**config.mk**
```make
export PLATFORM = sky130hd
export DESIGN_NAME = csr_access_unit
export DESIGN_NICKNAME = d
export VERILOG_FILES = /design/src/rtl/csr_access_unit.sv
export SDC_FILE = /design/constraint.sdc
export NUM_CORES = 1
export LEC_CHECK = 0
export CELL_PAD_IN_SITES_DETAIL_PLACEMENT = 1
export CELL_PAD_IN_SITES_GLOBAL_PLACEMENT = 2
export CORE_UTILIZATION = 21
export CTS_BUF_LIST = sky130_fd_sc_hd__clkbuf_8
export CTS_CLUSTER_DIAMETER = 100
export DETAILED_ROUTE_END_ITERATION = 8
export HOLD_SLACK_MARGIN = 0.05
export PLACE_DENSITY = 0.83
export SLEW_MARGIN = 20
export SYNTH_ARGS = -nofsm -noshare
export SYNTH_HDL_FRONTEND = slang
export SYNTH_SLANG_ARGS = --single-unit
```
**constraint.sdc**
```tcl
create_clock -name clock -period 1.5 [get_ports clock]
set_input_delay 0.3 -clock clock [delete_from_list [all_inputs] [get_ports clock]]
set_output_delay 0.3 -clock clock [all_outputs]
set_load 0.005 [all_outputs]
```
**src/rtl/csr_access_unit.sv**
```systemverilog
`default_nettype none
// ============================================================================
// Module   : csr_access_unit
// Purpose  : Initiator side of the CSR register-file port. Executes one Zicsr
//            op (read, compute new value, conditional write-back) and
//            returns the old CSR value.
// Revision : 1.0 - initial release
// ============================================================================

module csr_access_unit #(
  parameter bit RO_CHECK = 1'b1
) (
  input  logic        clock,
  input  logic        reset,
  input  logic        req_valid,
  output logic        req_ready,
  input  logic [2:0]  req_funct3,
  input  logic [11:0] req_csr_addr,
  input  logic [31:0] req_rs1_val,
  input  logic [4:0]  req_rs1_idx,
  output logic        resp_valid,
  input  logic        resp_ready,
  output logic [31:0] resp_rd_val,
  output logic        resp_illegal,
  output logic [11:0] csr_r_addr,
  input  logic [31:0] csr_r_val,
  output logic [11:0] csr_w_addr,
  output logic [31:0] csr_w_val,
  output logic        w_enable
);

  localparam logic [1:0] S_IDLE  = 2'd0;
  localparam logic [1:0] S_READ  = 2'd1;
  localparam logic [1:0] S_WRITE = 2'd2;
  localparam logic [1:0] S_RESP  = 2'd3;

  localparam logic [1:0] c_OP_RW = 2'b01;
  localparam logic [1:0] c_OP_RS = 2'b10;
  localparam logic [1:0] c_OP_RC = 2'b11;

  logic [1:0]  r_state;
  logic [1:0]  w_next_state;

  // Only funct3[1:0] is needed after operand selection; funct3[2] picks the source.
  logic [1:0]  r_op;
  logic [11:0] r_addr;
  logic [31:0] r_src;
  logic        r_idx_nz;
  logic [31:0] r_old;

  logic        w_accept;
  logic [31:0] w_src;
  logic        w_write_req;
  logic        w_illegal;
  logic [31:0] w_new_val;

  assign w_accept = (r_state == S_IDLE) && req_valid;
  assign w_src    = req_funct3[2] ? {27'b0, req_rs1_idx} : req_rs1_val;

  // State register
  always_ff @(posedge clock) begin
    if (reset) begin
      r_state <= S_IDLE;
    end else begin
      r_state <= w_next_state;
    end
  end

  // Next-state logic
  always_comb begin
    w_next_state = r_state;
    case (r_state)
      S_IDLE:  if (req_valid) w_next_state = S_READ;
      S_READ:  w_next_state = S_WRITE;
      S_WRITE: w_next_state = S_RESP;
      S_RESP:  if (resp_ready) w_next_state = S_IDLE;
      default: w_next_state = S_IDLE;
    endcase
  end

  // Request capture and old-value capture; request ports are ignored once busy.
  always_ff @(posedge clock) begin
    if (reset) begin
      r_op     <= 2'b00;
      r_addr   <= 12'h000;
      r_src    <= 32'h0;
      r_idx_nz <= 1'b0;
      r_old    <= 32'h0;
    end else begin
      if (w_accept) begin
        r_op     <= req_funct3[1:0];
        r_addr   <= req_csr_addr;
        r_src    <= w_src;
        r_idx_nz <= (req_rs1_idx != 5'd0);
      end
      if (r_state == S_READ) begin
        r_old <= csr_r_val;
      end
    end
  end

  // Set/clear forms with rs1=x0 (or zimm=0) are pure reads, whatever src holds.
  assign w_write_req = (r_op == c_OP_RW) || r_idx_nz;
  assign w_illegal   = (r_op == 2'b00) ||
                       (RO_CHECK && (r_addr[11:10] == 2'b11) && w_write_req);

  always_comb begin
    w_new_val = 32'h0;
    case (r_op)
      c_OP_RW: w_new_val = r_src;
      c_OP_RS: w_new_val = r_old | r_src;
      c_OP_RC: w_new_val = r_old & ~r_src;
      default: w_new_val = 32'h0;
    endcase
  end

  // Output logic
  always_comb begin
    req_ready    = 1'b0;
    resp_valid   = 1'b0;
    resp_illegal = 1'b0;
    resp_rd_val  = 32'h0;
    w_enable     = 1'b0;
    csr_r_addr   = r_addr;
    csr_w_addr   = r_addr;
    csr_w_val    = w_new_val;
    case (r_state)
      S_IDLE:  req_ready = 1'b1;
      S_READ:  ;
      // Reset gates the strobe combinationally so an abort can never write.
      S_WRITE: w_enable = w_write_req && !w_illegal && !reset;
      S_RESP: begin
        resp_valid   = 1'b1;
        resp_illegal = w_illegal;
        resp_rd_val  = w_illegal ? 32'h0 : r_old;
      end
      default: ;
    endcase
  end

endmodule

`default_nettype wire

```
* Word level (Yosys, flattened, before mapping) *
Cells that the tools add are included.

word-level totals
  bits in latches = 0
  memory bits (writable) = 0
  bits in read-only memories = 0
  register bits = 81
  output and inout bits = 92
  logic and storage cells = 41
  memories = 0
  input port bits = 88

cells by class
  multiplexer cells = 11
  bitwise logic cells = 3
  shift operators = 0
  reduce and logical (&&, ||, !) cells = 12
  add/sub/neg operators = 0
  divide/modulo/power cells = 0
  eq/ne operators = 9
  order comparisons = 0
  multiply operators = 0

operators with widths
  kind                  count
  $mux W32              3
  $pmux W32 S3          1
  $and A32 B32 Y32      1
  $not A32 Y32          1
  $or A32 B32 Y32       1
  $eq A2 B2 Y1 const B  5
  $pmux W2 S4           1
  $reduce_bool A5 Y1    1
  $eq A2 B1 Y1 const B  2
  $logic_and A1 B1 Y1   4
  $logic_not A2 Y1      2
  $mux W1               4
  $mux W2               2
  $ne A2 B2 Y1 const B  2
  $logic_not A1 Y1      2
  $logic_or A1 B1 Y1    2
  $reduce_and A2 Y1     1

* Longest topological paths before layout *
Gate-level depths: netlist of run 1.

  depth in word-level cells = 8
  gate-level depth with buffers = 7
  mapped depth without buffers = 5

* Worst setup path before layout of run 1 *
No wires, ideal clock.

  kind = reg2reg
  from = reg r_state[0]
  to = reg r_state[0]
  data required time = 1413 ps
  setup time = 87 ps
  slack = 68 ps
  buffers on the path = 0
  stages on the path, launching flop included = 6
  arrival = 1345 ps
  path through = dfxtp_1 inv_1 ha_1 nor2b_1 or4_1 o31ai_1

on the way
  word-level cells in the longest chain between the ends = 3
  elaborated cells between the ends (all ways) = 8

RTL lines
  item                                              line  RTL
  start, declared                                   41    logic [1:0] r_state;
  start signal, assigned                            65    r_state <= w_next_state;
  $eq A2 B2 Y1 or $logic_not A2 Y1 (tied branches)  72    case (r_state)
  $ne A2 B2 Y1 (no line)                            --
  $reduce_and A2 Y1 (no line)                       --

Parallel ways exist; a longest one is shown, timed or not.
A chain may end at the register's enable or synchronous reset.

* Worst setup path in the final report of run 1 *
  from = reg r_op[0]
  to = out resp_rd_val[25]

on the way
  word-level cells in the longest chain between the ends = 6
  elaborated cells between the ends (all ways) = 7

RTL lines
  item                    line  RTL
  start, declared         45    logic [1:0] r_op;
  start signal, assigned  91    r_op <= req_funct3[1:0];
  $eq A2 B1 Y1            103   assign w_write_req = (r_op == c_OP_RW) || r_idx_nz;
  $logic_or A1 B1 Y1      103
  $logic_and A1 B1 Y1     105   (RO_CHECK && (r_addr[11:10] == 2'b11) && w_write_req);
  $logic_or A1 B1 Y1 *    104   assign w_illegal = (r_op == 2'b00) ||
  $mux W32 *              135   resp_rd_val = w_illegal ? 32'h0 : r_old;
  $mux W32 *              127   case (r_state)
  end, declared           23    output logic [31:0] resp_rd_val,

Mark *: on every way between the ends. The rest lies on a longest branch, timed or not.

==> impl_metrics.tcl, run 1 <==
set metrics [dict create \
    utilization_pct 43.38 \
    cap_violations 0 \
    r2r_cells 9 \
    hold_class "reg -> reg" \
    area_delta_synth_final_pct 100.7 \
    start_util_pct 21.61 \
    crit_start "r_op[0]" \
    rsz0062_at_grt "true" \
    tritoncts "built" \
    ant_nets 0 \
    failed_checks "setup timing" \
    finalCriticalPeriod_ps 2014 \
    arrival_ps 1710 \
    clock_skew_ps 5.534 \
    holdPathStages 2 \
    cts.hold.buffers_added 0 \
    die_h_um 141.2 \
    clockBufferDepth 2 \
    die_w_um 141.2 \
    ys_warn_count 0 \
    io_pins 180 \
    cts.sinks 81 \
    p_leak_nw 3.395 \
    totalPowerFinal_mw 11.96 \
    tightest_slew_ps 565.0 \
    antenna_found_initial 0 \
    slew_violations 0 \
    yosysSeqAreaShare_pct 39.84 \
    portBuffers 179 \
    vias 4478 \
    synth_fp_nets 587 \
    setup_slack_ps -514.3 \
    ir_drop_mv 0.7858 \
    clk_pin_slew_ps 80 \
    synth_cell_types 29 \
    viasPerCell 4.465 \
    synth_seq_cells 81 \
    htreeDepth 3 \
    dieArea_um2 19940 \
    synth_top_cell_by_area "dfxtp_1" \
    drt-pass1-iter-count 4 \
    hp-start "csr_r_addr[8]" \
    place.gp.congestion 0.7898 \
    syn_area_um2 4070 \
    grt_pass1_vias 4917 \
    drc_errors 0 \
    period_share_pct 134.3 \
    path_class "reg -> out" \
    r2r_start "r_state[1]" \
    finalSetupViolations 116 \
    pre_cts_slack_ps -652.6 \
    overflow 0 \
    reg2reg_to "r_src[6]" \
    fin_tns_setup_ps -32110 \
    outcome "finished, violations left" \
    synth_area_leaders "dfxtp_1, mux2i_1, nand2_1" \
    grt_pass1_wl_um 28800 \
    cts_buffers 9 \
    wirelength_um 20220 \
    clkLatencyLatePin_ps 370 \
    clock-root-buffer "clkbuf_8" \
    drive_above_1_share_pct 46.16 \
    dp_hpwl_um 11390 \
    hold_violations 0 \
    drt_iter0_drc 152 \
    cp-start-kind "flip-flop" \
    n_antenna_cell 0 \
    avgSynthCellArea_um2 8.239 \
    crit_fanout 7 \
    fp.coreArea_um2 18830 \
    end_kind "output pin" \
    grt_max_degree 56 \
    min_to "csr_r_addr[8]" \
    layout.nets 831 \
    clock.fmax_mhz 496.5 \
    power.density_nw_per_um2 1465 \
    reg2reg_setup_slack_ps -130 \
    synth_top_area_share_pct 39.84 \
    relSlewSlack_pct 62.34 \
    wl_per_cell_um 20.16 \
    cp.required_ps 1200 \
    rows 50 \
    track_usage_pct 19.58 \
    syn_inst 494 \
]
[per-layer routing]
| layer | vias to the layer above | routed length (µm) | GRT usage, % |
|---|---|---|---|
| li1 | 2150 | - | - |
| met3 | 21 | 648 | 3.159 |
| met5 | - | 0 | 0 |
| met2 | 114 | 10710 | 35.77 |
| met1 | 2193 | 8470 | 23.02 |
| met4 | 0 | 399 | 6.751 |
[sequential cells by signal (all words and copies together) (netlist names)]
| register | flops |
|---|---|
| r_state | 2 |
| r_src | 32 |
| r_old | 32 |
| r_idx_nz | 1 |
| r_op | 2 |
| csr_r_addr | 12 |
[layout by cell type, fill, tap and decap left out, drive strengths merged, types with 2 or more instances in the layout]
cell           instances
ha                     5
o21ai                 19
buf                  162
nor2                  42
nand2                 94
and3                  32
clkinv                 5
mux2i                 50
nand3b                27
clkdlybuf4s50         86
nor2b                  3
o31ai                  2
dfxtp                 81
dlygate4sd2           22
a211oi                 6
nor3                   2
inv                   18
a21oi                 42
clkbuf                23
a22o                  13
[critical path, cell delays in order (launching register included)]
cell and delay (ps):
dfxtp_2 350, buf_6 110, nor2_4 40, a31oi_4 200, buf_6 140, buf_12 110, buf_8 120, and3_4 190
buf_6 90
[cell usage after synthesis]
master / instances
a31oi_4: 1
inv_1: 17
ha_1: 5
nor2_1: 41
xor2_4: 1
o21ai_0: 19
buf_2: 14
buf_6: 5
nand3b_1: 27
clkbuf_1: 16
nand2b_1: 1
a2111oi_0: 1
buf_1: 3
nor2b_4: 1
or4_1: 1
nand2_1: 94
mux2i_1: 50
nor3_1: 2
buf_4: 14
nor2_2: 1
a211oi_1: 6
and3_1: 32
dfxtp_1: 81
a22o_1: 13
o31ai_1: 2
nor2b_1: 2
or4b_1: 1
a21oi_1: 42
and2_1: 1
[cell families (layout without fill, tap and decap cells)]
| group | Yosys count | count (layout) | synth area share (%) |
|---|---|---|---|
| fa+ha+maj | 5 | 5 | 1.537 |
| mux | 50 | 50 | 12.30 |
| xor+xnor | 1 | 1 | 0.6764 |
| flops | 81 | 81 | 39.84 |
| buf+inv | 69 | 318 | 9.007 |
| simple gates | 204 | 204 | 24.13 |
| compound gates | 84 | 84 | 12.51 |
[final cells by class]
cell class	count	area, µm²
multi-input combinational	344	2828
fill	2105	10660
inverter	17	66.31
timing repair buffer	285	3113
sequential	81	1649
clock buffer	9	123.9
clock inverter	7	62.56
tap	260	325.3
[through the flow]
| stage | area [µm²] | cells | hold WS (ps) |
|---|---|---|---|
| global placement | 6342 | 928 | 452.5 |
| finish | 8168 | 1003 | 466.5 |
| floorplan | 4070 | 494 | 436.0 |
| global route | 8168 | 1003 | 477.5 |
| CTS | 7833 | 1004 | 441.6 |
| detailed placement | 6342 | 928 | 458.4 |
[what timing repair did]
action | in CTS | in global routing
endpoints found under the hold margin | 0 | 0
gates resized for setup | 445 | 149
setup endpoints to repair | 167 | 146
cloned | 18 | 4
pin swaps | 52 | 83
setup buffers | 44 | 11
[power breakdown]
group | internal (mW) | switching [mW] | total (mW)
combinational | 4.00 | 3.34 | 7.34
clock | 0.755 | 0.853 | 1.61
sequential | 2.60 | 0.412 | 3.02
total | 7.36 | 4.60 | 12.0
[how the worst max path moves through the flow]
stage	slack (ps)	to	depth (start not counted)
after floorplan	70	r_state[0]	5
after global placement	-610	w_enable	6
after detailed placement	-650	w_enable	6
after CTS	-600	resp_rd_val[5]	9
after global routing	-570	resp_rd_val[23]	8
final	-510	resp_rd_val[25]	8
No activity file was read; power rests on OpenSTA's default activity.
==> run 2, diff against run 1 <==
==> config.mk (replaced) <==
export PLATFORM = sky130hd
export DESIGN_NAME = csr_access_unit
export DESIGN_NICKNAME = d
export VERILOG_FILES = /design/src/rtl/csr_access_unit.sv
export SDC_FILE = /design/constraint.sdc
export NUM_CORES = 1
export LEC_CHECK = 0
export CAP_MARGIN = 20
export CORE_UTILIZATION = 39
export CTS_BUF_LIST = sky130_fd_sc_hd__clkbuf_8
export CTS_CLUSTER_DIAMETER = 100
export DETAILED_ROUTE_END_ITERATION = 8
export HOLD_SLACK_MARGIN = 0.05
export PLACE_DENSITY = 0.84
export SLEW_MARGIN = 20
export SYNTH_ARGS = -nofsm -noshare
export SYNTH_HDL_FRONTEND = slang
export SYNTH_SLANG_ARGS = --single-unit
==> impl_metrics.tcl, run 2 (synthesized netlist as in run 1, its figures left out) <==
set metrics [dict create \
    cts.sinks 81 \
    place.gp.congestion 0.7821 \
    p_leak_nw 3.302 \
    ir_drop_mv 0.9485 \
    outcome "finished, violations left" \
    p_seq_share_pct 27.5 \
    use_met2_pct 47.71 \
    drive_above_1_share_pct 34.66 \
    portBuffers 179 \
    dp_hpwl_um 8807 \
    grt.busiest_layer "met2" \
    critPathMaxStageDelay_ps 400 \
    ant_nets 0 \
    layout.nets 816 \
    cts_buffers 9 \
    n_antenna_cell 0 \
    viasPerCell 5.267 \
    met3_usage_pct 4.825 \
    start_util_pct 40.89 \
    utilization_pct 74.23 \
    die_w_um 104.2 \
    clock_skew_ps 8.610 \
    grt_pass1_wl_um 22140 \
    grt_pass1_vias 4356 \
    drc_errors 0 \
    totalPowerFinal_mw 10.84 \
    swShare_pct 35.19 \
    clockBufferDepth 2 \
    cp.required_ps 1200 \
    vias 4530 \
    crit_fanout 6 \
    tritoncts "built" \
    hold_violations 0 \
    overflow 0 \
    power.internal_mw 7.026 \
    fin_tns_setup_ps -26060 \
    p_sw_mw 3.816 \
    grt_max_degree 49 \
    antenna_found_initial 0 \
    area_delta_synth_final_pct 81.56 \
    drt_iter0_drc 234 \
    grt_use_met1_pct 29.51 \
    pre_cts_slack_ps -465.9 \
    htreeDepth 3 \
    dieArea_um2 10850 \
    finalSetupViolations 72 \
    rows 36 \
    power.density_nw_per_um2 1467 \
    regArea_um2 1647 \
    cp_slowest_cell "dfxtp_4" \
    clock.fmax_mhz 506.3 \
    crit_chain "buf_4, nor2b_4, bufbuf_16, a22o_1, dlygate4sd2_1" \
    clock-root-buffer "clkbuf_8" \
    die_h_um 104.2 \
    hold_ws_ps 467.5 \
    crit_family "buffers and inverters" \
    fp.coreArea_um2 9955 \
    crit_buf_inv 3 \
    tightest_slew_ps 570.8 \
    arrival_ps 1680 \
    track_usage_pct 25.60 \
    drt-pass1-iter-count 6 \
    slew_violations 0 \
    reg2reg_setup_slack_ps -210 \
    cp-start-kind "flip-flop" \
    cap_violations 0 \
    wl_per_cell_um 18.60 \
    wirelength_um 16000 \
    rsz0062_at_grt "true" \
    clk_pin_slew_ps 80 \
    clkLatencyLatePin_ps 350 \
    setup_slack_ps -475.0 \
    path_class "reg -> out" \
    end_kind "output pin" \
    finalCriticalPeriod_ps 1975 \
    final_common_cell "clkdlybuf4s50_1" \
    pwr-share-comb_pct 54.6 \
    clock_power_share_pct 17.9 \
    relSlewSlack_pct 61.95 \
    final_cell_mix "clkdlybuf4s50_1, nand2_1, dfxtp_1, mux2i_1, buf_6" \
    io_pins 180 \
    hold_class "reg -> reg" \
    multi_input_area_um2 2436 \
    period_share_pct 131.7 \
    failed_checks "setup timing" \
    final.fill_count 682 \
]
-- run 2: final timing paths --
kind	cells after the start	to	from
max	5	csr_w_val[10]	r_op[1]
min	2	csr_r_addr[0]	csr_r_addr[0]
max reg2reg	7	r_state[1]	r_state[1]
min reg2reg	2	csr_r_addr[0]	csr_r_addr[0]
-- run 2: worst reg2reg max path: cells and delay by family, from the launching register on --
kind | cells | cell delay (ps)
flops | 1 | 340
simple gates | 2 | 630
compound gates | 1 | 70
buf+inv | 3 | 390
fa+ha+maj | 1 | 190
-- run 2: layout make-up --
cell class	count	area share (%)
well taps	133	2.252
flip-flops and latches	81	22.28
multi-input cells	346	32.97
repair buffers	268	38.27
inverters	17	0.9651
clock buffers	10	1.863
clock inverters	5	1.405
-- run 2: what timing repair did --
action | CTS | global route
pin swaps | 24 | 35
hold endpoints to repair | 0 | 0
endpoints found under the setup margin | 104 | 124
setup buffers | 27 | 10
cloned | 9 | 14
hold buffers | 0 | 0
resized for setup | 346 | 90
-- run 2: per-layer routing --
layer  vias up  wire, µm
li1       2121         -
met1      2197      6506
met2       183      8231
met3        29       924
met4         0       336
met5         -         0
-- run 2: stage by stage --
step                      cells  area [µm²]
after floorplan             494        4070
after global placement      793        6156
after detailed placement    793        6156
after CTS                   843        6922
after global routing        860        7390
final                       860        7390
-- run 2: power groups by stage --
| stage | logic [mW] | clock network, mW | registers [mW] |
|---|---|---|---|
| floorplan | 2.08 | 0 | 2.87 |
| global placement | 3.57 | 0 | 2.91 |
| detailed placement | 3.68 | 0 | 2.95 |
| CTS | 4.77 | 1.95 | 2.93 |
| global route | 6.21 | 2.06 | 3.03 |
| finish | 5.92 | 1.94 | 2.98 |
